<file path="src/rtl/vldst_seq_if.sv">
// vldst_seq_if -- bundle of every signal between the vector load/store
// sequencer and its surroundings. This covers the CPU request/status lines,
// the data memory port and the vector register file port.
//
//   start, is_store, base_addr, vreg : transfer request from the CPU
//   busy, done, err                  : status back to the CPU
//   mem_addr, mem_wr_en, mem_wdata   : data memory request
//   mem_rdata                        : data memory combinational read data
//   vrf_raddr / vrf_rdata            : vector regfile read port
//   vrf_waddr, vrf_wdata, vrf_we     : vector regfile write port
//
// modport slave  : the sequencer itself
// modport master : the environment (CPU, memory and regfile side)
interface vldst_seq_if #(
  parameter int ADDR_W = 32
);
  logic              start;
  logic              is_store;
  logic [ADDR_W-1:0] base_addr;
  logic [4:0]        vreg;
  logic              busy;
  logic              done;
  logic              err;
  logic [ADDR_W-1:0] mem_addr;
  logic              mem_wr_en;
  logic [31:0]       mem_wdata;
  logic [31:0]       mem_rdata;
  logic [4:0]        vrf_raddr;
  logic [127:0]      vrf_rdata;
  logic [4:0]        vrf_waddr;
  logic [127:0]      vrf_wdata;
  logic              vrf_we;

  modport slave (
    input  start, is_store, base_addr, vreg, mem_rdata, vrf_rdata,
    output busy, done, err, mem_addr, mem_wr_en, mem_wdata,
           vrf_raddr, vrf_waddr, vrf_wdata, vrf_we
  );

  modport master (
    output start, is_store, base_addr, vreg, mem_rdata, vrf_rdata,
    input  busy, done, err, mem_addr, mem_wr_en, mem_wdata,
           vrf_raddr, vrf_waddr, vrf_wdata, vrf_we
  );
endinterface

</file>
<file path="src/rtl/vldst_seq.sv">
// vldst_seq -- moves one 128-bit vector register to or from four consecutive
// 32-bit words of data memory, one word per cycle.
//
// Lane i lives at byte address base + 4*i and in vector bits
// [127-32*i : 96-32*i], so lane 0 is the most significant word.
//
// Ports:
//   clk   : sole clock, rising edge
//   rst_n : synchronous active-low reset
//   bus   : vldst_seq_if.slave -- CPU request/status, memory port, regfile port
//
// Timing: the request is accepted in cycle 0, the beats run in cycles 1-4,
// DONE is cycle 5, and the next request can be accepted in cycle 6.
// A misaligned base is rejected with a one-cycle err pulse.
module vldst_seq #(
  parameter int ADDR_W = 32
) (
  input  logic         clk,
  input  logic         rst_n,
  vldst_seq_if.slave   bus
);

  typedef enum logic [1:0] {
    IDLE  = 2'd0,
    LOAD  = 2'd1,
    STORE = 2'd2,
    DONE  = 2'd3
  } state_t;

  state_t            state;
  state_t            state_nxt;
  logic [1:0]        beat;
  logic [1:0]        beat_nxt;

  logic [ADDR_W-1:0] base_r;
  logic [4:0]        vreg_r;
  logic              store_r;
  logic [127:0]      vbuf;
  logic              err_r;

  logic              accept;
  logic              misalign;

  // Lane 0 is the MSB word of the vector.
  function automatic logic [31:0] lane_get(input logic [127:0] v,
                                           input logic [1:0]   idx);
    logic [31:0] w;
    case (idx)
      2'd0:    w = v[127:96];
      2'd1:    w = v[95:64];
      2'd2:    w = v[63:32];
      default: w = v[31:0];
    endcase
    return w;
  endfunction

  function automatic logic [127:0] lane_put(input logic [127:0] v,
                                            input logic [1:0]   idx,
                                            input logic [31:0]  w);
    logic [127:0] r;
    r = v;
    case (idx)
      2'd0:    r[127:96] = w;
      2'd1:    r[95:64]  = w;
      2'd2:    r[63:32]  = w;
      default: r[31:0]   = w;
    endcase
    return r;
  endfunction

  assign misalign = (bus.base_addr[1:0] != 2'b00);

  always_ff @(posedge clk) begin
    if (!rst_n) begin
      state <= IDLE;
      beat  <= 2'd0;
    end else begin
      state <= state_nxt;
      beat  <= beat_nxt;
    end
  end

  always_comb begin
    state_nxt     = state;
    beat_nxt      = beat;
    accept        = 1'b0;
    bus.busy      = 1'b0;
    bus.done      = 1'b0;
    bus.mem_addr  = '0;
    bus.mem_wr_en = 1'b0;
    bus.mem_wdata = 32'd0;
    bus.vrf_we    = 1'b0;
    bus.vrf_waddr = 5'd0;
    bus.vrf_wdata = 128'd0;
    case (state)
      IDLE: begin
        if (bus.start && !misalign) begin
          accept    = 1'b1;
          beat_nxt  = 2'd0;
          state_nxt = bus.is_store ? STORE : LOAD;
        end
      end
      LOAD, STORE: begin
        bus.busy = 1'b1;
        // Byte offset 4*beat; the add wraps modulo 2^ADDR_W.
        bus.mem_addr  = base_r + ADDR_W'({beat, 2'b00});
        bus.mem_wr_en = (state == STORE);
        if (state == STORE) begin
          bus.mem_wdata = lane_get(vbuf, beat);
        end
        beat_nxt = beat + 2'd1;
        if (beat == 2'd3) begin
          state_nxt = DONE;
        end
      end
      default: begin
        bus.busy  = 1'b1;
        bus.done  = 1'b1;
        state_nxt = IDLE;
        if (!store_r) begin
          bus.vrf_we    = 1'b1;
          bus.vrf_waddr = vreg_r;
          bus.vrf_wdata = vbuf;
        end
      end
    endcase
  end

  // The regfile is read during the request so a store can snapshot the
  // vector on the acceptance edge; afterwards the latched index is held.
  assign bus.vrf_raddr = (state == IDLE) ? bus.vreg : vreg_r;
  assign bus.err       = err_r;

  always_ff @(posedge clk) begin
    if (!rst_n) begin
      base_r  <= '0;
      vreg_r  <= 5'd0;
      store_r <= 1'b0;
      vbuf    <= 128'd0;
      err_r   <= 1'b0;
    end else begin
      err_r <= (state == IDLE) && bus.start && misalign;
      if (accept) begin
        base_r  <= bus.base_addr;
        vreg_r  <= bus.vreg;
        store_r <= bus.is_store;
        vbuf    <= bus.is_store ? bus.vrf_rdata : 128'd0;
      end else if (state == LOAD) begin
        vbuf <= lane_put(vbuf, beat, bus.mem_rdata);
      end
    end
  end

endmodule

</file>
<file path="src/flat_wrapper.sv">
// flat-port wrapper written by rule: the top's interface ports become plain ports
module vldst_seq_flat 
#(
  parameter int ADDR_W = 32
)
  (clk, rst_n, bus_start, bus_is_store, bus_base_addr, bus_vreg, bus_mem_rdata, bus_vrf_rdata, bus_busy, bus_done, bus_err, bus_mem_addr, bus_mem_wr_en, bus_mem_wdata, bus_vrf_raddr, bus_vrf_waddr, bus_vrf_wdata, bus_vrf_we);
  vldst_seq_if #(.ADDR_W(ADDR_W)) bus_i ();
  input  logic clk;
  input  logic rst_n;
  input wire logic [$bits(bus_i.start)-1:0] bus_start;
  input wire logic [$bits(bus_i.is_store)-1:0] bus_is_store;
  input wire logic [$bits(bus_i.base_addr)-1:0] bus_base_addr;
  input wire logic [$bits(bus_i.vreg)-1:0] bus_vreg;
  input wire logic [$bits(bus_i.mem_rdata)-1:0] bus_mem_rdata;
  input wire logic [$bits(bus_i.vrf_rdata)-1:0] bus_vrf_rdata;
  output wire logic [$bits(bus_i.busy)-1:0] bus_busy;
  output wire logic [$bits(bus_i.done)-1:0] bus_done;
  output wire logic [$bits(bus_i.err)-1:0] bus_err;
  output wire logic [$bits(bus_i.mem_addr)-1:0] bus_mem_addr;
  output wire logic [$bits(bus_i.mem_wr_en)-1:0] bus_mem_wr_en;
  output wire logic [$bits(bus_i.mem_wdata)-1:0] bus_mem_wdata;
  output wire logic [$bits(bus_i.vrf_raddr)-1:0] bus_vrf_raddr;
  output wire logic [$bits(bus_i.vrf_waddr)-1:0] bus_vrf_waddr;
  output wire logic [$bits(bus_i.vrf_wdata)-1:0] bus_vrf_wdata;
  output wire logic [$bits(bus_i.vrf_we)-1:0] bus_vrf_we;
  assign bus_i.start = bus_start;
  assign bus_i.is_store = bus_is_store;
  assign bus_i.base_addr = bus_base_addr;
  assign bus_i.vreg = bus_vreg;
  assign bus_i.mem_rdata = bus_mem_rdata;
  assign bus_i.vrf_rdata = bus_vrf_rdata;
  assign bus_busy = bus_i.busy;
  assign bus_done = bus_i.done;
  assign bus_err = bus_i.err;
  assign bus_mem_addr = bus_i.mem_addr;
  assign bus_mem_wr_en = bus_i.mem_wr_en;
  assign bus_mem_wdata = bus_i.mem_wdata;
  assign bus_vrf_raddr = bus_i.vrf_raddr;
  assign bus_vrf_waddr = bus_i.vrf_waddr;
  assign bus_vrf_wdata = bus_i.vrf_wdata;
  assign bus_vrf_we = bus_i.vrf_we;
  vldst_seq #(.ADDR_W(ADDR_W)) u_core (.clk(clk), .rst_n(rst_n), .bus(bus_i));
endmodule
</file>
<file path="config.mk">
export PLATFORM = sky130hd
export DESIGN_NAME = vldst_seq_flat
export DESIGN_NICKNAME = d
export VERILOG_FILES = /design/src/rtl/vldst_seq_if.sv /design/src/rtl/vldst_seq.sv /design/src/flat_wrapper.sv
export SDC_FILE = /design/constraint.sdc
export NUM_CORES = 1
export LEC_CHECK = 0
export ABC_CLOCK_PERIOD_IN_PS = 2700
export CAP_MARGIN = 40
export CORE_ASPECT_RATIO = 0.8
export CORE_MARGIN = 4
export CORE_UTILIZATION = 43
export DETAILED_ROUTE_END_ITERATION = 8
export GPL_TIMING_DRIVEN = 0
export PLACE_DENSITY = 0.89
export SKIP_CTS_REPAIR_TIMING = 1
export SYNTH_ARGS = -nofsm -noshare
export SYNTH_HDL_FRONTEND = slang
export SYNTH_SLANG_ARGS = --single-unit
</file>
<file path="constraint.sdc">
create_clock -name clk -period 2.7 [get_ports clk]
set_input_delay 0.405 -clock clk [delete_from_list [all_inputs] [get_ports clk]]
set_output_delay 0.405 -clock clk [all_outputs]
set_load 0.05 [all_outputs]
</file>
## Word level (Yosys, flattened, before mapping)

Index checks and enable logic that the tools add are counted.

| cells by class | value |
|---|---|
| add/subtract/negate cells | 2 |
| equal/unequal tests | 8 |
| mux-type cells | 29 |
| reductions and logical operators | 21 |

Operators by type and width:

| cell | count |
|---|---|
| $mux 128 | 5 |
| $mux 32 | 7 |
| $pmux 32 s3 | 1 |
| $add 32x4->32 | 1 |
| $mux 5 | 3 |
| $reduce_and 2->1 | 6 |
| $reduce_bool 2->1 | 6 |
| $mux 2 | 4 |
| $pmux 2 s2 | 2 |
| $mux 1 | 7 |
| $eq 2x2->1 const B | 3 |
| $ne 2x1->1 const B | 3 |
| $reduce_or 3->1 | 2 |
| $eq 2x1->1 const B | 2 |
| $logic_not 2->1 | 2 |
| $logic_and 1x1->1 | 3 |
| $add 2x1->2 const B | 1 |
| $reduce_or 2->1 | 1 |
| $logic_not 1->1 | 1 |

| word-level totals | value |
|---|---|
| register bits | 171 |
| output and inout bits | 207 |
| logic and storage cells | 70 |

## Longest topological paths before layout

Gate-level depths: netlist of run 1.

| depth | value |
|---|---|
| depth after elaboration | 7 |
| depth in mapped cells | 9 |
| gate-level depth less buffers | 7 |

## Worst setup path before layout of run 1

OpenSTA, ideal clock, no wires.

| timing | value |
|---|---|
| path type | flip-flop to output port |
| start point | reg u_core.beat[0] |
| end point | out bus_mem_addr[30] |
| arrival | 3.422 ns |
| setup slack | -1.127 ns |
| cell stages (with the launch flop) | 8 |
| cells stage by stage | dfxtp_1 -> ha_1 -> inv_1 -> fa_1 -> and4b_1 -> nand4_1 -> clkbuf_1 -> o41ai_1 |

| on the way | value |
|---|---|
| word-level cells in the longest chain between the ends | 2 |

RTL lines:

| what | RTL line | RTL |
|---|---|---|
| start, declared | vldst_seq.sv:32 | `logic [1:0] beat;` |
| start signal, assigned | vldst_seq.sv:79 | `beat <= beat_nxt;` |
| $add 32x4->32 | vldst_seq.sv:106 | `bus.mem_addr = base_r + ADDR_W'({beat, 2'b00});` |
| $mux 32 | vldst_seq.sv:95 | `case (state)` |
| end, declared | flat_wrapper.sv:19 | `output wire logic [$bits(bus_i.mem_addr)-1:0] bus_mem_addr;` |

Every way passes these cells.

## Worst setup path after layout of run 1

| timing | value |
|---|---|
| start point | reg u_core.beat[1] |
| end point | out bus_mem_addr[24] |

The elaborated chain is that of the path after synthesis.

==> summary.txt, run 1 <==
Routing
  • Antenna violation net count after detailed routing: 0
  • Avg WL per Cell: 23.5 um
  • Detailed Routing Iterations Pass 1: 9
  • Total via count after detailed routing: 12100
  • Detailed-route wire length: 46400 um
  • Total DRC errors in the routed layout: 0
  • Number of DRC markers after the initial detailed-route iteration: 1879
  • Post-detailed-route via-to-cell ratio: 6.11

Global routing
  • Number of global-route vias before repair: 11500
  • Wire length of the first global-routing pass: 66000 um
  • Largest net degree at the start of global routing: 17
  • Global-route congestion overflow total: 0
  • Number of antenna violations at the first check in global routing: 2
  • Total global routing track utilization: 0.352

Timing
  • Final clock skew: 0.0147 ns
  • Final min period: 3.11 ns
  • Unrepaired setup endpoints after global routing: true
  • Rel. slew slack: 0.539
  • Least setup slack across all paths after layout: -0.409 ns
  • Fmax: 322 MHz
  • Final-report setup violation count: 25
  • Final worst hold slack: 0.485 ns
  • Tcrit/Tclk final: 1.15
  • Final hold violation count: 0
  • Setup TNS: -5.67 ns
  • Slew Limit Fails: 0
  • Transition time of the tightest slew-check pin: 0.692 ns

Floorplan
  • Die Footprint: 24000 um2
  • Die Y-Extent: 139 um
  • Die span in x: 172 um
  • Cell row count: 47
  • Initial core utilization: 0.444
  • I/O pins: 408
  • Core Area: 20900 um2

Pwr
  • Total leakage power: 6.06 nW
  • Power per unit of standard cell area: 523 nW/um2
  • Maximum ir drop on the vdd rail: 0.415 mV
  • Power after layout: 7.52 mW

Worst setup path
  • Worst setup path category: reg -> out
  • Data arrival time at the worst-slack endpoint: 2.70 ns
  • Capturing element type of the critical path: output pin
  • Category of the worst setup path launch point: flip-flop
  • Critical Path Fanout Max: 8
  • Data required, critical path: 2.30 ns

Clock network
  • Number of H-tree levels: 4
  • Number of CTS-inserted buffers: 17
  • Buffer type at the clock tree root: sky130_fd_sc_hd__clkbuf_16
  • Count of clock tree sinks: 171
  • Clock Path Buffers: 2
  • TritonCTS clock tree: built
  • CTS clk-pin slew, worst paths: 0.07 ns
  • Insertion delay of the later-clocked pin in the worst-skew pair: 0.44 ns

Worst hold path
  • Type of the worst min-delay path: reg -> reg

Cells and area
  • Post-layout utilization of the core: 0.687
  • Total number of nets in the final design: 1903
  • Fill cell total of the finished layout: 1781
  • Area added between synthesis and finish: 54.8%
  • Design area: 14400 um2
  • Area of combinational cells with multiple inputs: 5730 um2
  • Share of cells above drive strength 1: 0.222
  • Sequential standard cell area: 3450 um2

Synthesis
  • Largest cells by area after synthesis: sky130_fd_sc_hd__dfxtp_1 37%, sky130_fd_sc_hd__a21oi_1 17%, sky130_fd_sc_hd__and2_1 9.4%, sky130_fd_sc_hd__o21ai_0 7.4%, sky130_fd_sc_hd__clkbuf_1 4.1%
  • Synthesized netlist net count: 1468
  • Post-synthesis instance total: 1254
  • Post-synth cell types: 40
  • Mean area per synthesized cell: 7.41 um2
  • Seq/Total Area, Yosys: 0.369
  • Post-synthesis sequential element count: 171
  • Share of Yosys cell area claimed by the top area cell type: 0.369
  • Number of enable-type register cells in the synthesized netlist: 0
  • Async set-or-reset flop fraction in the synthesized netlist: 0
  • Cell Area, Synth: 9290 um2
  • Post-synth top flop: sky130_fd_sc_hd__dfxtp_1
  • Yosys warning total: 0
  • Area leader, netlist: sky130_fd_sc_hd__dfxtp_1

Place
  • Port buffer count: 406
  • Routability cong.: 0.937
  • Post-detailed-placement half-perimeter wirelength: 33300 um
  • Cell area after placement: 13800 um2

Status
  • Failing checks: setup timing
  • Result of the run: finished, violations left

Job
  • # Max-Cap Violations: 0
==> registers in the layout, indices dropped and copies added (netlist names) <==
name	cells
u_core.vbuf	128
u_core.base_r	32
u_core.vreg_r	5
u_core.beat	2
u_core.state	2
u_core.bus.err	1
u_core.store_r	1
==> power by group <==
part / switching, mW / total (mW) / leakage, nW / internal, mW
combinational: 1.16 / 1.98 / 4.38 / 0.814
clock: 1.18 / 2.56 / 0.277 / 1.39
sequential: 0.213 / 2.98 / 1.40 / 2.77
total: 2.55 / 7.52 / 6.06 / 4.97
==> metal layers <==
metal | share of wire | vias up | track usage | wire (um)
li1 | - | 5281 | - | -
met5 | 0 | - | 0 | 0
met1 | 0.36 | 5643 | 0.443 | 16900
met2 | 0.46 | 948 | 0.563 | 21600
met4 | 0.051 | 0 | 0.160 | 2390
met3 | 0.12 | 184 | 0.0921 | 5530
==> path summary, 6_finish.rpt <==
check | to | startpoint | slack, ns | cells past startpoint
worst min-delay path | u_core.vreg_r[3] | u_core.vreg_r[3] | 0.48 | 2
worst max-delay path | bus_mem_addr[24] | u_core.beat[1] | -0.41 | 8
worst max register to register | u_core.vbuf[81] | u_core.state[0] | 0.09 | 8
worst min register to register | u_core.vreg_r[3] | u_core.vreg_r[3] | 0.48 | 2
==> final cells by class <==
cell class                 count  area share
clock inverter                13      0.0108
buffer                       113      0.0407
timing repair buffer         424       0.253
tap                          269      0.0234
inverter                      12     0.00339
multi-input combinational    950       0.399
clock buffer                  19      0.0301
antenna                        2    0.000348
sequential                   171       0.240
==> per-stage QoR <==
stage | worst slack (ns) | cells
2_1_floorplan | -0.230 | 1254
3_3_place_gp | -1.07 | 1929
3_5_place_dp | -1.11 | 1929
4_1_cts | -1.58 | 1961
5_1_grt | -0.483 | 1973
6_report | -0.409 | 1973
==> cells in the final DEF, fill, tap and decap left out, drive strengths merged, types with 5 or more instances in the layout <==
master         instances
a21boi                36
o21ai                137
and2                 139
ha                    12
clkbuf               230
mux2                   5
nand2                 81
nand4                  7
dlymetal6s2s          19
inv                   16
a21oi                308
clkdlybuf4s50        203
or4                   11
xnor2                  6
a222oi                32
nor2                  78
or3                    8
nor2b                 37
buf                  104
nand3                 11
dfxtp                171
o31ai                 10
==> logic make-up (layout without fill, tap and decap cells) <==
family	after synthesis	count (layout)	synth area share
AOI/OAI and AO/OA	532	532	0.319
and+or+nand+nor	389	389	0.222
DFF	171	171	0.369
buffers and inverters	133	581	0.0555
adders and majority gates	13	13	0.0183
xor gates and xnor gates	10	10	0.00943
muxes	6	6	0.00714
other	0	2	0
==> Yosys cell counts, drive strengths merged, types with 4 or more instances <==
library cell	n
xnor2	6
a21o	4
ha	12
o31ai	10
a21boi	36
buf	20
and2	139
nand4	7
o21ai	137
clkbuf	101
or4	11
nor2	78
xor2	4
or3	8
nand2	81
nand3	11
inv	12
a222oi	32
nor2b	37
dfxtp	171
mux2	5
a21oi	308
==> critical path, stage by stage (launching register included) <==
cell,delay [ns]
sky130_fd_sc_hd__dfxtp_4,0.40
sky130_fd_sc_hd__inv_1,0.15
sky130_fd_sc_hd__fa_2,0.39
sky130_fd_sc_hd__and4b_2,0.30
sky130_fd_sc_hd__nand4_1,0.11
sky130_fd_sc_hd__buf_6,0.16
sky130_fd_sc_hd__or4_4,0.43
sky130_fd_sc_hd__a21oi_4,0.16
sky130_fd_sc_hd__buf_6,0.17
(Power assumes the default switching activity.)
==> run 2: changes to the inputs <==
Settings changed: CORE_AREA set to 4 4 154 156, CORE_ASPECT_RATIO 0.8 to unset, CORE_MARGIN 4 to unset, CORE_UTILIZATION 43 to unset, DIE_AREA set to 0 0 158 160, DONT_BUFFER_PORTS set to 1, PLACE_DENSITY 0.89 to 0.63.
==> summary.txt, run 2 (synthesis results as in run 1) <==
Status
  • Result of the run: finished, violations left
  • Failing checks: setup timing

Floorplan
  • Die Y-Extent: 160 um
  • Die Footprint: 25300 um2
  • Cell row count: 55
  • Die span in x: 158 um
  • Core Area: 22400 um2
  • Initial core utilization: 0.415
  • I/O pins: 408

Worst hold path
  • Startpoint of the worst hold path: bus_base_addr[7]
  • Type of the worst min-delay path: in -> reg

Timing
  • Unrepaired setup endpoints after global routing: true
  • Least setup slack across all paths after layout: -0.605 ns
  • Final hold violation count: 0
  • Tcrit/Tclk final: 1.22
  • Fmax: 303 MHz
  • Final-report setup violation count: 44
  • Rel. slew slack: 0.430
  • Final clock skew: 0.0212 ns
  • Setup TNS: -9.21 ns
  • Final worst hold slack: 0.116 ns
  • Final min period: 3.31 ns
  • Slew Limit Fails: 0
  • Transition time of the tightest slew-check pin: 0.855 ns

Clock network
  • Number of CTS-inserted buffers: 17
  • Buffer type at the clock tree root: sky130_fd_sc_hd__clkbuf_16
  • TritonCTS clock tree: built
  • Count of clock tree sinks: 171
  • Clock Path Buffers: 2
  • Number of H-tree levels: 4
  • Insertion delay of the later-clocked pin in the worst-skew pair: 0.43 ns
  • CTS clk-pin slew, worst paths: 0.07 ns

Cells and area
  • Sequential standard cell area: 3440 um2
  • Area added between synthesis and finish: 22.2%
  • Highest-count cells in the layout ignoring fill and taps: 289 x sky130_fd_sc_hd__a21oi_1, 165 x sky130_fd_sc_hd__dfxtp_1, 136 x sky130_fd_sc_hd__o21ai_0, 80 x sky130_fd_sc_hd__nand2_1, 74 x sky130_fd_sc_hd__nor2_1
  • Max reg flops: 128
  • Most frequent standard cell in the layout excluding fill and tap cells: sky130_fd_sc_hd__a21oi_1
  • Post-layout utilization of the core: 0.508
  • Number of non-filler instances in the completed layout: 1619
  • Area of combinational cells with multiple inputs: 5920 um2
  • Share of cells above drive strength 1: 0.260
  • Fill cell total of the finished layout: 2229
  • Total number of nets in the final design: 1534
  • Register with the most flip-flops: u_core.vbuf
  • Largest registers: u_core.vbuf x128, u_core.base_r x32, u_core.vreg_r x5

Place
  • Post-detailed-placement half-perimeter wirelength: 31900 um
  • Port buffer count: 0
  • DP Cell Count: 1585
  • Routability cong.: 0.907

Worst setup path
  • Worst setup path category: reg -> out
  • Critical path's largest stage delay: 0.43 ns
  • Capturing element type of the critical path: output pin
  • Critical Path, Cell by Cell: ha_4, inv_2, fa_2, and4b_2, nand4_1, buf_6, or4_4, a21oi_4
  • CP max stage cell: sky130_fd_sc_hd__or4_4
  • Buffering stage count on the worst path with inverters included: 2
  • Register-to-Register Setup Slack: 0.04 ns
  • Top delay family on crit path: simple AND/OR/NAND/NOR gates
  • Launching element of the worst setup path: u_core.beat[0]
  • Worst reg2reg path startpoint: u_core.state[0]
  • Category of the worst setup path launch point: flip-flop
  • Data required, critical path: 2.30 ns
  • Critical Path Fanout Max: 6
  • Data arrival time at the worst-slack endpoint: 2.90 ns

Global routing
  • Number of global-route vias before repair: 9732
  • Global-route congestion overflow total: 0
  • Wire length of the first global-routing pass: 61100 um
  • Total global routing track utilization: 0.315
  • Number of antenna violations at the first check in global routing: 4
  • Largest net degree at the start of global routing: 19

Routing
  • Post-detailed-route via-to-cell ratio: 6.24
  • Avg WL per Cell: 26.2 um
  • Total via count after detailed routing: 10100
  • Number of DRC markers after the initial detailed-route iteration: 1134
  • Antenna violation net count after detailed routing: 0
  • Total DRC errors in the routed layout: 0
  • Detailed Routing Iterations Pass 1: 9
  • Detailed-route wire length: 42400 um

Pwr
  • Maximum ir drop on the vdd rail: 0.319 mV
  • Power per unit of standard cell area: 625 nW/um2
  • Total leakage power: 4.27 nW

Job
  • # Max-Cap Violations: 0
[run 2: cell count changes in the layout (fill, tap and decap cells not counted), moves of 6 or more]
| cell | before | now |
|---|---|---|
| sky130_fd_sc_hd__and2_1 | 139 | 10 |
| sky130_fd_sc_hd__and2_2 | 0 | 69 |
| sky130_fd_sc_hd__and2_4 | 0 | 60 |
| sky130_fd_sc_hd__buf_2 | 40 | 13 |
| sky130_fd_sc_hd__buf_4 | 34 | 54 |
| sky130_fd_sc_hd__buf_6 | 27 | 8 |
| sky130_fd_sc_hd__clkbuf_2 | 114 | 38 |
| sky130_fd_sc_hd__clkbuf_4 | 56 | 9 |
| sky130_fd_sc_hd__clkdlybuf4s50_1 | 203 | 0 |
| sky130_fd_sc_hd__dfxtp_1 | 159 | 165 |
| sky130_fd_sc_hd__dlymetal6s2s_1 | 19 | 0 |
| sky130_fd_sc_hd__o31ai_1 | 2 | 10 |
[run 2: worst paths after layout]
check                          end  cells past startpoint
setup / recovery  bus_mem_addr[24]                      8
hold reg to reg   u_core.vreg_r[3]                      2
setup reg to reg  u_core.vbuf[112]                      8
hold / removal    u_core.base_r[7]                      2
[run 2: layout make-up]
| cell class | instances | share of cell area |
|---|---|---|
| Sequential cell | 171 | 0.303 |
| Clock inverter | 14 | 0.0130 |
| Inverter | 12 | 0.00430 |
| Antenna cell | 1 | 0.000220 |
| Tap cell | 285 | 0.0314 |
| Buffer | 114 | 0.0496 |
| Multi-Input combinational cell | 950 | 0.521 |
| Clock buffer | 18 | 0.0387 |
| Timing Repair Buffer | 54 | 0.0387 |
[run 2: power by group]
group / switching [mW] / total [mW] / internal [mW]
sequential: 0.222 / 2.99 / 2.77
combinational: 1.09 / 1.61 / 0.520
clock: 1.23 / 2.49 / 1.26
total: 2.54 / 7.10 / 4.55
[run 2: stage by stage]
step	total power [mW]	instance area, um2	worst slack (ns)
after floorplan	4.02	9410	-0.230
after global placement	4.45	9770	-1.08
after detailed placement	4.49	10100	-1.12
after CTS	6.95	10700	-1.60
after global routing	7.36	11400	-0.693
final	7.10	11400	-0.605
[run 2: per-layer routing]
metal / vias up / GRT usage / routed length (um)
met5: - / 0 / 35
met4: 6 / 0.0942 / 1310
li1: 4562 / - / -
met2: 616 / 0.526 / 20400
met1: 4834 / 0.396 / 16700
met3: 88 / 0.0859 / 3920
